$ cat config.mk
export PLATFORM = sky130hd
export DESIGN_NAME = denormalize_align
export DESIGN_NICKNAME = d
export VERILOG_FILES = /design/src/rtl/fp_pkg.sv /design/src/rtl/sticky_rshift.sv /design/src/rtl/denormalize_align.sv
export SDC_FILE = /design/constraint.sdc
export NUM_CORES = 1
export LEC_CHECK = 0
export CORE_MARGIN = 2
export CORE_UTILIZATION = 28
export DETAILED_ROUTE_END_ITERATION = 10
export PLACE_DENSITY_LB_ADDON = 0.25
export SYNTH_ARGS = -nofsm -noshare
export SYNTH_HDL_FRONTEND = slang
export SYNTH_SLANG_ARGS = --single-unit
$ cat constraint.sdc
create_clock -name clk -period 5.1 [get_ports clk]
set_input_delay 1.275 -clock clk [delete_from_list [all_inputs] [get_ports clk]]
set_output_delay 1.275 -clock clk [all_outputs]
set_load 0.05 [all_outputs]
$ cat src/rtl/fp_pkg.sv
// Shared floating-point definitions for the pre-add alignment and post-add normalize stages.
// Holds widths, the stage FSM encoding and the denormal effective-exponent rule.
package fp_pkg;

  localparam int EXP_W   = 8;
  localparam int SIG_W   = 24;
  localparam int ALIGN_W = 26;

  typedef enum logic [1:0] {
    IDLE,
    SHIFT,
    DONE
  } state_e;

  // Denormals share the exponent of the smallest normal number.
  function automatic logic [EXP_W-1:0] eff_exp(input logic [EXP_W-1:0] e);
    return (e == '0) ? EXP_W'(1) : e;
  endfunction

endpackage

$ cat src/rtl/sticky_rshift.sv
// Combinational right shift of an aligned significand by 0..STEP bits.
// Returns the shifted value and the OR of every bit that fell off the bottom.
module sticky_rshift
  import fp_pkg::*;
#(
  parameter int STEP = 4,
  localparam int AMT_W = $clog2(STEP + 1)
) (
  input  logic [ALIGN_W-1:0] data_i,
  input  logic [AMT_W-1:0]   amt_i,
  output logic [ALIGN_W-1:0] shifted_o,
  output logic               sticky_o
);

  logic [ALIGN_W-1:0] dropMask;

  assign shifted_o = data_i >> amt_i;
  assign dropMask  = ~({ALIGN_W{1'b1}} << amt_i);
  assign sticky_o  = |(data_i & dropMask);

endmodule

$ cat src/rtl/denormalize_align.sv
// Pre-add alignment: picks the operand with the larger effective exponent and
// right-shifts the other significand STEP bits per cycle, collecting a sticky bit.
module denormalize_align
  import fp_pkg::*;
#(
  parameter int STEP      = 4,
  parameter int MAX_SHIFT = 26
) (
  input  logic               clk,
  input  logic               rst_n,
  input  logic               in_valid,
  output logic               in_ready,
  input  logic [EXP_W-1:0]   exp_a,
  input  logic [SIG_W-1:0]   mantis_a,
  input  logic [EXP_W-1:0]   exp_b,
  input  logic [SIG_W-1:0]   mantis_b,
  output logic               out_valid,
  input  logic               out_ready,
  output logic [EXP_W-1:0]   exp_out,
  output logic [ALIGN_W-1:0] mantis_big,
  output logic [ALIGN_W-1:0] mantis_small,
  output logic               sticky,
  output logic               swapped
);

  localparam int CNT_W = $clog2(MAX_SHIFT + 1);
  localparam int AMT_W = $clog2(STEP + 1);

  state_e             state_q;
  logic [EXP_W-1:0]   exp_q;
  logic [ALIGN_W-1:0] big_q;
  logic [ALIGN_W-1:0] small_q;
  logic               sticky_q;
  logic               swapped_q;
  logic               out_valid_q;
  logic [CNT_W-1:0]   rem_q;

  logic [EXP_W-1:0]   effA;
  logic [EXP_W-1:0]   effB;
  logic [EXP_W-1:0]   diffRaw;
  logic [CNT_W-1:0]   diffClamped;
  logic               aBig;
  logic [AMT_W-1:0]   stepAmt;
  logic [ALIGN_W-1:0] small_d;
  logic               dropSticky;

  assign effA        = eff_exp(exp_a);
  assign effB        = eff_exp(exp_b);
  assign aBig        = (effA >= effB);
  assign diffRaw     = aBig ? (effA - effB) : (effB - effA);
  assign diffClamped = (diffRaw > EXP_W'(MAX_SHIFT)) ? CNT_W'(MAX_SHIFT) : CNT_W'(diffRaw);

  // The final shift cycle only moves whatever distance is still outstanding.
  assign stepAmt = (rem_q < CNT_W'(STEP)) ? AMT_W'(rem_q) : AMT_W'(STEP);

  sticky_rshift #(.STEP(STEP)) u_shift (
    .data_i    (small_q),
    .amt_i     (stepAmt),
    .shifted_o (small_d),
    .sticky_o  (dropSticky)
  );

  always_ff @(posedge clk or negedge rst_n) begin
    if (!rst_n) begin
      state_q     <= IDLE;
      exp_q       <= '0;
      big_q       <= '0;
      small_q     <= '0;
      sticky_q    <= 1'b0;
      swapped_q   <= 1'b0;
      out_valid_q <= 1'b0;
      rem_q       <= '0;
    end else begin
      case (state_q)
        IDLE: begin
          if (in_valid) begin
            exp_q     <= aBig ? effA : effB;
            big_q     <= {1'b0, (aBig ? mantis_a : mantis_b), 1'b0};
            small_q   <= {1'b0, (aBig ? mantis_b : mantis_a), 1'b0};
            swapped_q <= ~aBig;
            sticky_q  <= 1'b0;
            rem_q     <= diffClamped;
            if (diffClamped == '0) begin
              state_q     <= DONE;
              out_valid_q <= 1'b1;
            end else begin
              state_q <= SHIFT;
            end
          end
        end
        SHIFT: begin
          small_q  <= small_d;
          sticky_q <= sticky_q | dropSticky;
          rem_q    <= rem_q - CNT_W'(stepAmt);
          if (rem_q == CNT_W'(stepAmt)) begin
            state_q     <= DONE;
            out_valid_q <= 1'b1;
          end
        end
        DONE: begin
          if (out_ready) begin
            state_q     <= IDLE;
            out_valid_q <= 1'b0;
          end
        end
        default: begin
          state_q     <= IDLE;
          out_valid_q <= 1'b0;
        end
      endcase
    end
  end

  assign in_ready     = (state_q == IDLE);
  assign out_valid    = out_valid_q;
  assign exp_out      = exp_q;
  assign mantis_big   = big_q;
  assign mantis_small = small_q;
  assign sticky       = sticky_q;
  assign swapped      = swapped_q;

endmodule

==> reports/results.ini <==
[run_status]
outcome=complete, no violations

[setup_path]
r2r-start=rem_q[4]
slowest_stage=clkdlybuf4s50_1
start_kind=input port
regToRegSetupSlack_ps=1920
critPathMaxStageDelay_ps=580
worstPathCellList=clkdlybuf4s50_1 -> inv_1 -> a41oi_1 -> ha_1 -> inv_1 -> fa_1 -> a21oi_1 -> nor4_2 -> nor4_4 -> buf_12 -> mux2i_1 -> o2bb2ai_1 -> o221ai_4 -> nor3_2 -> mux2i_1
crit_buf_inv=4
path_max_fanout=14
path_class=input port to flip-flop
cp_top_family=buffers and inverters
critical_path_arrival_ps=4890
critPathRequiredTime_ps=5360
worst_setup_path_end_kind=flip-flop
reg2reg_depth=7
r2r_end=mantis_small[9]

[power_and_ir_drop]
power-per-cell-area_nw_per_um2=634
vdd_drop_max_v=0.000204
internal_power_mw=2.15
p_switching_mw=2.29
total_power_mw=4.45
p_sw_frac=0.516
pwr-share-seq=0.251
p_leak_nw=3.02
pwr-share-comb=0.619
clkPwrFrac=0.130

[cells_and_area]
num-fill-cells=1859
layout_commonest_cell=clkdlybuf4s50_1
multi_input_area_sq_um=3260
area.growth.synth_to_final_pct=33.3
final-seq-area_sq_um=1700
fin_nets=801
fin_area_sq_um=7010
drive_gt1_frac=0.110
final_cell_mix=clkdlybuf4s50_1, nand2_1, o21ai_0, dfrtp_1
antennaDiodeCount=0

[sta]
fin_crit_sh=0.907
rsz0062_at_grt=false
finClkSkew_ps=5.69
setup_viol_count_final=0
fin_crit_ps=4620
tightest_slew_ps=1030
setup_ws_ps=476
whs_ps=480
tns_ps=0
drv_slew=0
max_freq_mhz=216
hold_viol=0
slew-limit-headroom=0.314

[synth]
yosysWarnings=0
yosys.area_share.adder=0.0457
synth.cell_area_sq_um=5260
ys_ff_latch=68
synth-simple-area-share=0.158
yosysTopAreaCellShare=0.324
synth.mux.area_fraction=0.204
synth_area_leaders=dfrtp_1, mux2i_1, nand2_1
syn_inst=614
synth_compound_area_frac=0.189
synth-async-reset-ratio=1.00
avgSynthCellArea_sq_um=8.57
synth_xor_area_frac=0.0190
yosysSeqAreaShare=0.324
synth_edf_count=0
synth_top_family_by_area=multiplexers
ys_types=57
synth_top_area_cell=dfrtp_1
synth_flop_cell=dfrtp_1

[clock_tree]
clkLatencyLatePin_ps=340
clk_path_buf_depth=2
postCtsSetupBuffers=0
htreeDepth=3
holdBufCountCts=0
cts.clk_slew.worst_paths_ps=60
cts_buffers=9
cts_root_buf=clkbuf_16
cts_tree=yes
clock_sinks=68
postCtsResizedCells=0

[routing]
drtIter0Drc=351
dr.pass1.iters=4
vias=4764
routed_wl_um=16400
met2_length_um=7260
wl_met3_um=780
drtAntennaViolNets=0
drc_errors=0
vias_per_cell=5.00
routedWlPerCell_um=17.2
routed.top_layer=met4
drt-met1-wl_um=8180

[floorplan]
rows=50
fp.dieH_um=141
initial_core_util=0.283
pin_count=132
core_area_sq_um=18600
die_area_sq_um=19900
die_w_um=141

[global_routing]
grt.overflow.total=0
grt_use_total=0.168
antenna_found_initial=0
grt_max_degree=66
grt_pass1_vias=4665
grt_pass1_wl_um=26400

[run]
maxCapViolCount=0

[place]
hpwl_um=12200
routabilityCongestion=0.808
pre_cts_ws_ps=114
placed_area_sq_um=6740
portBuffers=129

[min_path]
hp-start=exp_out[5]
hold_path_end=exp_out[5]
holdPathStages=2
min_path_type=flip-flop to flip-flop

worst max path at each step:
stage                  start         to  slack, ps  cells after the start
global placement    exp_a[2]  out_valid        250                     15
CTS                 exp_a[2]  out_valid        480                     15
global route        exp_a[2]  out_valid        170                     15
finish              exp_a[2]  out_valid        480                     15
floorplan           exp_b[5]  out_valid        870                     14
detailed placement  exp_a[2]  out_valid        110                     15
cell families after synthesis:
logic type | Yosys count
DFF | 68
buffers and inverters | 73
AOI/OAI and AO/OA | 170
muxes | 86
and+or+nand+nor | 189
xor gates and xnor gates | 8
adders and majority gates | 18
other | 2
registers in the layout, indices dropped and copies added, names as in the netlist:
| name | flops |
|---|---|
| exp_out | 8 |
| mantis_big | 24 |
| mantis_small | 26 |
| out_valid | 1 |
| rem_q | 5 |
| state_q | 2 |
| sticky | 1 |
| swapped | 1 |
synth_stat cells, types with 3 or more instances:
| library cell | number |
|---|---|
| dfrtp_1 | 68 |
| nand3_1 | 7 |
| o21a_1 | 4 |
| buf_4 | 6 |
| nor3_1 | 8 |
| a21oi_1 | 50 |
| a21o_1 | 8 |
| o21ai_0 | 76 |
| mux2_2 | 21 |
| nand2b_1 | 5 |
| xnor2_1 | 3 |
| clkbuf_1 | 45 |
| o22ai_1 | 3 |
| a31oi_1 | 6 |
| nor2_1 | 24 |
| nand2_1 | 123 |
| ha_1 | 16 |
| inv_1 | 18 |
| buf_2 | 3 |
| mux2i_1 | 50 |
| and2_1 | 3 |
| nor2b_1 | 4 |
| mux4_2 | 15 |
| nor3_2 | 3 |
| o21ai_1 | 3 |
worst reg2reg max path: stages (launching register included):
cell,delay [ps]
dfrtp_1,440
nor3_2,750
nand2_1,770
mux4_2,700
nand2_1,80
a21oi_1,70
a21oi_1,130
o21ai_0,90
area by class of cell:
class                   count  area share
inverters                  18     0.00963
multi-input cells         474       0.464
repair buffers            144       0.203
clock inverters             2     0.00143
flip-flops and latches     68       0.243
clock buffers              13      0.0371
well taps                 234      0.0417
routing by layer:
metal / GRT usage / vias to the layer above
met2: 0.244 / 113
met3: 0.0319 / 13
met1: 0.253 / 2280
met5: 0 / -
li1: - / 2358
met4: 0.0463 / 0
power by group through the flow:
stage / logic [mW] / registers [mW] / clock network [mW]
detailed placement: 2.77 / 1.12 / 0
global route: 2.99 / 1.17 / 0.616
floorplan: 1.22 / 1.77 / 0
finish: 2.75 / 1.12 / 0.580
CTS: 2.78 / 1.12 / 0.594
global placement: 2.76 / 1.11 / 0
stage by stage:
stage / std cells / util
6_report: 953 / 0.377
5_1_grt: 953 / 0.377
4_1_cts: 953 / 0.377
3_5_place_dp: 938 / 0.363
3_3_place_gp: 938 / 0.363
2_1_floorplan: 615 / -
Note: power is estimated with default switching activity, not from simulation.
